==> config.mk <==
export PLATFORM = sky130hd
export DESIGN_NAME = noc_egress_collector_flat
export DESIGN_NICKNAME = d
export VERILOG_FILES = /design/src/rtl/noc_pkg.sv /design/src/rtl/noc_egress_collector_if.sv /design/src/rtl/collector_fifo.sv /design/src/rtl/noc_egress_collector.sv /design/src/flat_wrapper.sv
export SDC_FILE = /design/constraint.sdc
export NUM_CORES = 1
export LEC_CHECK = 0
export ABC_AREA = 1
export BUFFER_PORTS_ARGS = -buffer_cell sky130_fd_sc_hd__buf_2
export CORE_MARGIN = 1
export CORE_UTILIZATION = 44
export DETAILED_ROUTE_END_ITERATION = 6
export SLEW_MARGIN = 5
export SYNTH_ARGS = -nofsm -noshare
export SYNTH_HDL_FRONTEND = slang
export SYNTH_SLANG_ARGS = --single-unit
==> constraint.sdc <==
create_clock -name clk -period 5.4 [get_ports clk]
set_clock_uncertainty 0.05 [all_clocks]
set_input_delay 1.08 -clock clk [delete_from_list [all_inputs] [get_ports clk]]
set_output_delay 1.08 -clock clk [all_outputs]
set_load 0.02 [all_outputs]
==> src/rtl/noc_pkg.sv <==
// Shared definitions for the CGRA ring NoC egress path: flit/header layout,
// collector FSM states and ack synchroniser depth.
package noc_pkg;

  localparam int FLIT_W = 8;

  localparam int HDR_DST_MSB = 7;
  localparam int HDR_DST_LSB = 6;
  localparam int HDR_LEN_MSB = 5;
  localparam int HDR_LEN_LSB = 0;

  localparam int HDR_DST_W = HDR_DST_MSB - HDR_DST_LSB + 1;
  localparam int HDR_LEN_W = HDR_LEN_MSB - HDR_LEN_LSB + 1;

  // Number of flops in the out_ack synchroniser, not counting the history flop.
  localparam int ACK_SYNC_STAGES = 2;

  localparam int CNT_W = 8;

  typedef enum logic [1:0] {
    IDLE    = 2'd0,
    PAYLOAD = 2'd1,
    DROP    = 2'd2
  } state_t;

endpackage

==> src/rtl/noc_egress_collector_if.sv <==
// Ring-side flit handshake plus host-side byte/ack pins of the egress collector.
interface noc_egress_collector_if #(
  parameter int DATA_WIDTH = 8
);

  logic [DATA_WIDTH-1:0] in_data;
  logic                  in_valid;
  logic                  in_ready;
  logic [DATA_WIDTH-1:0] out_data;
  logic                  out_valid;
  logic                  out_last;
  logic                  out_ack;
  logic [7:0]            pkt_cnt;
  logic [7:0]            drop_cnt;

  modport slave (
    input  in_data,
    input  in_valid,
    output in_ready,
    output out_data,
    output out_valid,
    output out_last,
    input  out_ack,
    output pkt_cnt,
    output drop_cnt
  );

  modport master (
    output in_data,
    output in_valid,
    input  in_ready,
    input  out_data,
    input  out_valid,
    input  out_last,
    output out_ack,
    input  pkt_cnt,
    input  drop_cnt
  );

endinterface

==> src/rtl/collector_fifo.sv <==
// First-word-fall-through payload buffer; head entry is visible while non-empty
// and reads back as zero when empty.
module collector_fifo #(
  parameter int WIDTH = 9,
  parameter int DEPTH = 8
) (
  input  logic             clk,
  input  logic             rst_n,
  input  logic             i_push,
  input  logic             i_pop,
  input  logic [WIDTH-1:0] i_wdata,
  output logic [WIDTH-1:0] o_rdata,
  output logic             o_full,
  output logic             o_empty
);

  localparam int AW = $clog2(DEPTH);

  logic [AW:0]      r_wr_ptr;
  logic [AW:0]      r_rd_ptr;
  logic [WIDTH-1:0] r_mem [DEPTH];

  logic w_push_ok;
  logic w_pop_ok;

  // Extra pointer MSB separates full from empty when the index bits match.
  assign o_empty = (r_wr_ptr == r_rd_ptr);
  assign o_full  = (r_wr_ptr[AW] != r_rd_ptr[AW]) &&
                   (r_wr_ptr[AW-1:0] == r_rd_ptr[AW-1:0]);

  assign w_push_ok = i_push & ~o_full;
  assign w_pop_ok  = i_pop & ~o_empty;

  assign o_rdata = o_empty ? '0 : r_mem[r_rd_ptr[AW-1:0]];

  always_ff @(posedge clk or negedge rst_n) begin
    if (!rst_n) begin
      r_wr_ptr <= '0;
      r_rd_ptr <= '0;
    end else begin
      if (w_push_ok) r_wr_ptr <= r_wr_ptr + 1'b1;
      if (w_pop_ok)  r_rd_ptr <= r_rd_ptr + 1'b1;
    end
  end

  always_ff @(posedge clk) begin
    if (w_push_ok) r_mem[r_wr_ptr[AW-1:0]] <= i_wdata;
  end

endmodule

==> src/rtl/noc_egress_collector.sv <==
// Receive end of the CGRA ring: parses headers, buffers payload addressed to
// this port, drops the rest, and hands bytes to the host under a synchronised ack.
//
// state   | meaning
// IDLE    | next accepted flit is a header
// PAYLOAD | buffering payload of a packet for this port
// DROP    | discarding payload of a packet for another port
module noc_egress_collector
  import noc_pkg::*;
#(
  parameter int                   DATA_WIDTH = FLIT_W,
  parameter int                   DEPTH      = 8,
  parameter logic [HDR_DST_W-1:0] EGRESS_ID  = 2'd3
) (
  input  logic                    clk,
  input  logic                    rst_n,
  noc_egress_collector_if.slave   io_bus
);

  state_t r_state;
  state_t w_state_nxt;

  logic [HDR_LEN_W-1:0]       r_remaining;
  logic [HDR_LEN_W-1:0]       w_remaining_nxt;
  logic [ACK_SYNC_STAGES-1:0] r_ack_sync;
  logic                       r_ack_hist;
  logic [CNT_W-1:0]           r_pkt_cnt;
  logic [CNT_W-1:0]           r_drop_cnt;

  logic                   w_in_ready;
  logic                   w_xfer;
  logic                   w_push;
  logic                   w_pop;
  logic                   w_full;
  logic                   w_empty;
  logic                   w_ack_rise;
  logic                   w_pkt_inc;
  logic                   w_drop_inc;
  logic [HDR_DST_W-1:0]   w_hdr_dst;
  logic [HDR_LEN_W-1:0]   w_hdr_len;
  logic [DATA_WIDTH:0]    w_wdata;
  logic [DATA_WIDTH:0]    w_rdata;

  assign w_hdr_dst = io_bus.in_data[HDR_DST_MSB:HDR_DST_LSB];
  assign w_hdr_len = io_bus.in_data[HDR_LEN_MSB:HDR_LEN_LSB];

  // Ready depends only on registered state and the registered full flag, so a
  // same-cycle pop never opens the input and in_valid never feeds back.
  assign w_in_ready = (r_state != PAYLOAD) | ~w_full;
  assign w_xfer     = io_bus.in_valid & w_in_ready;

  assign w_ack_rise = r_ack_sync[ACK_SYNC_STAGES-1] & ~r_ack_hist;
  assign w_pop      = w_ack_rise & ~w_empty;

  assign w_wdata = {(r_remaining == HDR_LEN_W'(1)), io_bus.in_data};

  always_comb begin
    w_state_nxt     = r_state;
    w_remaining_nxt = r_remaining;
    w_push          = 1'b0;
    w_pkt_inc       = 1'b0;
    w_drop_inc      = 1'b0;
    unique case (r_state)
      IDLE: begin
        if (w_xfer) begin
          if (w_hdr_dst == EGRESS_ID) begin
            if (w_hdr_len != '0) begin
              w_state_nxt     = PAYLOAD;
              w_remaining_nxt = w_hdr_len;
            end else begin
              w_pkt_inc = 1'b1;
            end
          end else begin
            if (w_hdr_len != '0) begin
              w_state_nxt     = DROP;
              w_remaining_nxt = w_hdr_len;
            end else begin
              w_drop_inc = 1'b1;
            end
          end
        end
      end
      PAYLOAD: begin
        if (w_xfer) begin
          w_push          = 1'b1;
          w_remaining_nxt = r_remaining - 1'b1;
          if (r_remaining == HDR_LEN_W'(1)) begin
            w_state_nxt = IDLE;
            w_pkt_inc   = 1'b1;
          end
        end
      end
      DROP: begin
        if (w_xfer) begin
          w_remaining_nxt = r_remaining - 1'b1;
          if (r_remaining == HDR_LEN_W'(1)) begin
            w_state_nxt = IDLE;
            w_drop_inc  = 1'b1;
          end
        end
      end
      default: begin
        w_state_nxt = IDLE;
      end
    endcase
  end

  always_ff @(posedge clk or negedge rst_n) begin
    if (!rst_n) begin
      r_state     <= IDLE;
      r_remaining <= '0;
    end else begin
      r_state     <= w_state_nxt;
      r_remaining <= w_remaining_nxt;
    end
  end

  always_ff @(posedge clk or negedge rst_n) begin
    if (!rst_n) begin
      r_ack_sync <= '0;
      r_ack_hist <= 1'b0;
    end else begin
      r_ack_sync <= {r_ack_sync[ACK_SYNC_STAGES-2:0], io_bus.out_ack};
      r_ack_hist <= r_ack_sync[ACK_SYNC_STAGES-1];
    end
  end

  always_ff @(posedge clk or negedge rst_n) begin
    if (!rst_n) begin
      r_pkt_cnt  <= '0;
      r_drop_cnt <= '0;
    end else begin
      if (w_pkt_inc)  r_pkt_cnt  <= r_pkt_cnt + 1'b1;
      if (w_drop_inc) r_drop_cnt <= r_drop_cnt + 1'b1;
    end
  end

  collector_fifo #(
    .WIDTH (DATA_WIDTH + 1),
    .DEPTH (DEPTH)
  ) u_fifo (
    .clk     (clk),
    .rst_n   (rst_n),
    .i_push  (w_push),
    .i_pop   (w_pop),
    .i_wdata (w_wdata),
    .o_rdata (w_rdata),
    .o_full  (w_full),
    .o_empty (w_empty)
  );

  assign io_bus.in_ready  = w_in_ready;
  assign io_bus.out_valid = ~w_empty;
  assign io_bus.out_data  = w_rdata[DATA_WIDTH-1:0];
  assign io_bus.out_last  = w_rdata[DATA_WIDTH];
  assign io_bus.pkt_cnt   = r_pkt_cnt;
  assign io_bus.drop_cnt  = r_drop_cnt;

endmodule

==> src/flat_wrapper.sv <==
// flat-port wrapper written by rule: the top's interface ports become plain ports
module noc_egress_collector_flat import noc_pkg::*;
#(
  parameter int                   DATA_WIDTH = FLIT_W,
  parameter int                   DEPTH      = 8,
  parameter logic [HDR_DST_W-1:0] EGRESS_ID  = 2'd3
)
  (clk, rst_n, io_bus_in_data, io_bus_in_valid, io_bus_in_ready, io_bus_out_data, io_bus_out_valid, io_bus_out_last, io_bus_out_ack, io_bus_pkt_cnt, io_bus_drop_cnt);
  noc_egress_collector_if #(.DATA_WIDTH(DATA_WIDTH)) io_bus_i ();
  input  logic clk;
  input  logic rst_n;
  input wire logic [$bits(io_bus_i.in_data)-1:0] io_bus_in_data;
  input wire logic [$bits(io_bus_i.in_valid)-1:0] io_bus_in_valid;
  output wire logic [$bits(io_bus_i.in_ready)-1:0] io_bus_in_ready;
  output wire logic [$bits(io_bus_i.out_data)-1:0] io_bus_out_data;
  output wire logic [$bits(io_bus_i.out_valid)-1:0] io_bus_out_valid;
  output wire logic [$bits(io_bus_i.out_last)-1:0] io_bus_out_last;
  input wire logic [$bits(io_bus_i.out_ack)-1:0] io_bus_out_ack;
  output wire logic [$bits(io_bus_i.pkt_cnt)-1:0] io_bus_pkt_cnt;
  output wire logic [$bits(io_bus_i.drop_cnt)-1:0] io_bus_drop_cnt;
  assign io_bus_i.in_data = io_bus_in_data;
  assign io_bus_i.in_valid = io_bus_in_valid;
  assign io_bus_in_ready = io_bus_i.in_ready;
  assign io_bus_out_data = io_bus_i.out_data;
  assign io_bus_out_valid = io_bus_i.out_valid;
  assign io_bus_out_last = io_bus_i.out_last;
  assign io_bus_i.out_ack = io_bus_out_ack;
  assign io_bus_pkt_cnt = io_bus_i.pkt_cnt;
  assign io_bus_drop_cnt = io_bus_i.drop_cnt;
  noc_egress_collector #(.DATA_WIDTH(DATA_WIDTH), .DEPTH(DEPTH), .EGRESS_ID(EGRESS_ID)) u_core (.clk(clk), .rst_n(rst_n), .io_bus(io_bus_i));
endmodule
Word level (Yosys, flattened, before mapping)
Memories as Yosys holds them, arrays and structs flattened.
Index checks and enable logic that the tools add are counted.
{"block": "totals", "register_bits": 35, "ram_bits": 72, "inputBits": 12, "out_inout_bits": 27, "wordCells": 67, "memories": 1}
{"name": "u_core.u_fifo.r_mem", "words": 8, "width": 9, "read_ports": 1, "rd_ports_with_merged_regs": 0, "write_ports": 1, "line": "collector_fifo.sv:21", "text": "logic [WIDTH-1:0] r_mem [DEPTH];"}
{"block": "op_classes", "addsub": 5, "eq_ne": 12, "mux": 25, "bitwise_logic": 9, "n_reduce_logical": 7}
{"operator": "6-bit 2-to-1 mux", "count": 3}
{"operator": "8-bit by 1-bit adder with 8-bit output (second input constant)", "count": 2}
{"operator": "2-bit 2-to-1 mux", "count": 6}
{"operator": "6-bit case mux with 2 select lines", "count": 1}
{"operator": "1-bit 2-to-1 mux", "count": 11}
{"operator": "2-bit by 1-bit inequality test with 1-bit output (second input constant)", "count": 5}
{"operator": "9-bit 2-to-1 mux", "count": 1}
{"operator": "4-bit by 1-bit adder with 4-bit output (second input constant)", "count": 2}
{"operator": "4-bit AND reduction", "count": 2}
{"operator": "6-bit by 1-bit == test with 1-bit output (second input constant)", "count": 1}
{"operator": "6-bit nonzero test", "count": 1}
{"operator": "6-bit by 1-bit subtractor with 6-bit output (second input constant)", "count": 1}
{"operator": "1-bit bitwise AND", "count": 5}
{"operator": "2-bit == test (second input constant)", "count": 2}
{"operator": "4-bit == test", "count": 1}
{"operator": "1-bit case mux with 2 select lines", "count": 2}
{"operator": "2-bit case mux with 2 select lines", "count": 1}
{"operator": "3-bit == test", "count": 1}
{"operator": "1-bit inverter", "count": 3}
{"operator": "2-bit by 1-bit == test with 1-bit output (second input constant)", "count": 1}
{"operator": "2-bit zero test", "count": 1}
{"operator": "2-bit nonzero test", "count": 1}
{"operator": "2-bit OR reduction", "count": 1}
{"operator": "1-bit logical AND", "count": 1}
{"operator": "other kinds (2)", "count": 2}

Logic depth before layout (Yosys ltp)
{"block": "depth", "word_depth": 10, "depth_mapped": 11}

By module
From an unflattened synthesis, not the netlist that was laid out.
{"block": "unflattened", "cells_unflattened": 529, "area_unflattened_um2": 5137.4}
{"module": "collector_fifo", "instances": 1, "cells_each": 317, "area_each_um2": 3448.3, "seq_area_each_um2": 2362.3}
{"module": "noc_egress_collector", "instances": 1, "cells_each": 212, "area_each_um2": 1689.1, "seq_area_each_um2": 675.6}

Worst setup path before layout
OpenSTA, ideal clock, no wires.
{"block": "synth_path", "path_kind": "flip-flop to output port", "from": "register u_core.u_fifo.r_rd_ptr[3]", "to": "output port io_bus_out_data[0]", "arrival_ns": 1.470, "setup_slack_ns": 2.800, "stages_incl_launch_ff": 6, "n_path_buf": 1, "cell_sequence": "dfrtp_1 -> xor2_1 -> nand3b_1 -> buf_4 -> o21ai_0 -> nor2_1"}
{"block": "synth_between", "elab_chain_cells": 2}
{"item": "start, declared", "line": "collector_fifo.sv:20", "text": "logic [AW:0] r_rd_ptr;"}
{"item": "start signal, assigned", "line": "collector_fifo.sv:42", "text": "if (w_pop_ok) r_rd_ptr <= r_rd_ptr + 1'b1;"}
{"item": "4-bit == test", "line": "collector_fifo.sv:27", "text": "assign o_empty = (r_wr_ptr == r_rd_ptr);"}
{"item": "9-bit 2-to-1 mux", "line": "collector_fifo.sv:34", "text": "assign o_rdata = o_empty ? '0 : r_mem[r_rd_ptr[AW-1:0]];"}
{"item": "end, declared", "line": "flat_wrapper.sv:15", "text": "output wire logic [$bits(io_bus_i.out_data)-1:0] io_bus_out_data;"}
No other way between the ends.

Final worst setup path
{"block": "layout_path", "from": "register u_core.u_fifo.r_rd_ptr[1]", "to": "output port io_bus_out_data[5]"}
{"block": "layout_between", "elab_chain_cells": 2, "elab_cells_between_ends": 3, "cone_classes": "eq/ne: 1; mux: 1; memory: 1"}
{"item": "memory 8 x 9 bit or 4-bit == test (tied branches)"}
{"item": "9-bit 2-to-1 mux *", "line": "collector_fifo.sv:34"}
Mark *: on every way between the ends. The rest lies on a longest branch, timed or not.

==> impl_metrics.toml <==
[place]
gp_congestion = 0.834
port_buffers = 38
hpwl_mm = 6.73

[critical_path]
ff2ff_setup_slack_ns = 2.33
critPathKind = "register to primary output"
cp_slowest_cell = "dfrtp_1"
r2r_end = "u_core.u_fifo.r_mem[4][3]"
critPathRequiredTime_ns = 4.27
reg2regPathDepth = 7
critPathLaunchType = "register"
max_stage_delay_ns = 0.77
cp_top_family = "simple AND/OR/NAND/NOR gates"
worstPathArrival_ns = 2.91
cp_cell_sequence = "inv_1 -> nand2_1 -> nand2_1 -> nor2_4 -> nand3b_1 -> o21ai_0 -> nor2_1 -> buf_2"
worst-path-buf-inv = 2
path_max_fanout = 22
end_kind = "primary output"
cpMostUsedCell = "nand2_1"
r2r_start = "u_core.u_fifo.r_rd_ptr[1]"

[finish]
layout_common_cells = "nor2_1 (74), nand2_1 (73), edfxtp_1 (72), o21ai_0 (48), buf_2 (38)"
final_common_cell = "nor2_1"
ff_latch_area_um2 = 3040
syn_to_final_growth_pct = 10.8
fillers = 992
final_layout_size_suffix_gt1_share_pct = 16.6
antenna_cells = 0
nNetsFinal = 529
multiInputGateArea_um2 = 1680

[floorplanning]
start_util_pct = 45.2
rows = 38
die_w_um = 108
die_height_um = 108
core_region_area_um2 = 10900
io_pins = 39
die_area_um2 = 11600

[detailed_routing]
avgViaCountPerCell = 5.19
routed_wl_mm = 10.4
remaining_drc_errors = 0
route.detailed.wl_per_inst_um = 16.0
firstDrtPassIters = 4
num_vias = 3390
ant_nets = 0
drt_iter0_drc = 251

[global_route]
grt.overflow.total = 0
grt_pass1_wl_mm = 16.8
grt_pass1_vias = 3233
grt_max_degree = 40
antenna_found_initial = 0
grtUsageTotal_pct = 19.4

[clock_network]
cts.sinks = 107
cts_setup_buffers = 0
insertion_delay_ns = 0.37
numCtsBuffers = 9
cts.clk_slew.worst_paths_ns = 0.09
cts.repair.resized = 0
clockBufferDepth = 2
clockRootBuffer = "clkbuf_8"
htree_levels = 3
hold_buffers = 0
cts_tree = "yes"

[run_status]
status = "finished clean"

[timing]
relSlewSlack_pct = 24.1
max_freq_mhz = 247
drv_slew = 0
hold_viol = 0
setup_viol = 0
period_minus_slack_ns = 4.04
tightest_slew_ns = 1.13
rsz0062_at_grt = "no"
setup_tns_ns = 0
finalCritPeriodShare_pct = 74.9

[min_path]
min_path_cells = 0
min_from = "u_core.r_ack_sync[0]"
hold_path_end = "u_core.r_ack_sync[1]"
hp-class = "register to register"

[power]
peakVddDrop_uv = 223
cellPowerDensity_nw_per_um2 = 477
finalPower_mw = 2.60
p_leak_nw = 2.29

[yosys]
syn_nets = 489
async_reset_ff_share_pct = 32.7
yosys_warnings = 0
ys_types = 37
synthCells = 468
synth_flop_cell = "edfxtp_1"
mappedNetlistArea_um2 = 4920
synth_edf_count = 72
avgSynthCellArea_um2 = 10.5
ys_ff_latch = 107
seq_area_frac_synth_pct = 61.7

[run]
maxCapViolations = 0
## worst max path at each step
stage,from,end,depth (start not counted)
final,u_core.u_fifo.r_rd_ptr[1],io_bus_out_data[5],8
after global routing,u_core.u_fifo.r_rd_ptr[1],io_bus_out_data[2],8
after CTS,u_core.u_fifo.r_rd_ptr[1],io_bus_out_data[5],8
after detailed placement,u_core.u_fifo.r_rd_ptr[1],io_bus_out_data[5],8
after global placement,u_core.u_fifo.r_rd_ptr[1],io_bus_out_data[5],8
after floorplan,u_core.u_fifo.r_rd_ptr[3],io_bus_out_data[0],5
## layer usage
layer	global-route usage [%]	routed length (um)	vias up
li1	-	-	1685
met1	26.1	4940	1631
met2	31.6	5010	66
met3	4.00	368	8
met4	5.58	110	0
met5	0	0	-
## sequential cells by signal, indices dropped and copies added, names as in the netlist
name,flops
u_core.io_bus.drop_cnt,8
u_core.u_fifo.r_wr_ptr,4
u_core.u_fifo.r_rd_ptr,4
u_core.io_bus.pkt_cnt,8
u_core.r_state,2
u_core.r_ack_hist,1
u_core.u_fifo.r_mem,72
u_core.r_ack_sync,2
u_core.r_remaining,6
## power by group
| group | switching [mW] | internal [mW] | leakage [nW] |
|---|---|---|---|
| Combinational | 0.686 | 0.344 | 1.09 |
| Sequential | 0.106 | 0.957 | 1.10 |
| Clock | 0.286 | 0.222 | 0.103 |
## cell type report
cell class,instances,share of cell area [%]
sequential,107,55.7
multi-input combinational,314,30.9
timing repair buffer,44,4.31
tap,140,3.21
clock buffer,9,2.27
inverter,32,2.20
clock inverter,7,1.47
## metrics by stage
step	setup slack (ns)	util, %	cells	hold slack, ns	instance area [um2]
after global placement	1.77	48.2	637	0.294	5250
after detailed placement	1.74	48.2	637	0.291	5250
after CTS	1.33	50.1	653	0.314	5460
after floorplan	2.80	-	468	0.281	4920
after global routing	1.05	50.1	653	0.336	5460
final	1.36	50.1	653	0.311	5460
## kinds of logic after synthesis
family | Yosys count | share of synthesized area [%]
DFF | 107 | 61.7
adders and majority gates | 9 | 2.29
xor gates and xnor gates | 20 | 3.56
and+or+nand+nor | 207 | 19.2
buffers and inverters | 47 | 4.12
AOI/OAI and AO/OA | 77 | 8.97
muxes | 1 | 0.203
## synthesized netlist by cell type, types with 7 or more instances
cell / n / area [um2]
nor2_1: 74 / 278
nand2_1: 73 / 274
edfxtp_1: 72 / 2160
o21ai_0: 48 / 240
dfrtp_1: 35 / 876
nand3_1: 32 / 160
inv_1: 28 / 105
o22ai_1: 18 / 113
xor2_1: 13 / 114
ha_1: 9 / 113
nand2_2: 8 / 50.1
clkbuf_1: 7 / 26.3
xnor2_1: 7 / 61.3
(Power assumes the default switching activity.)
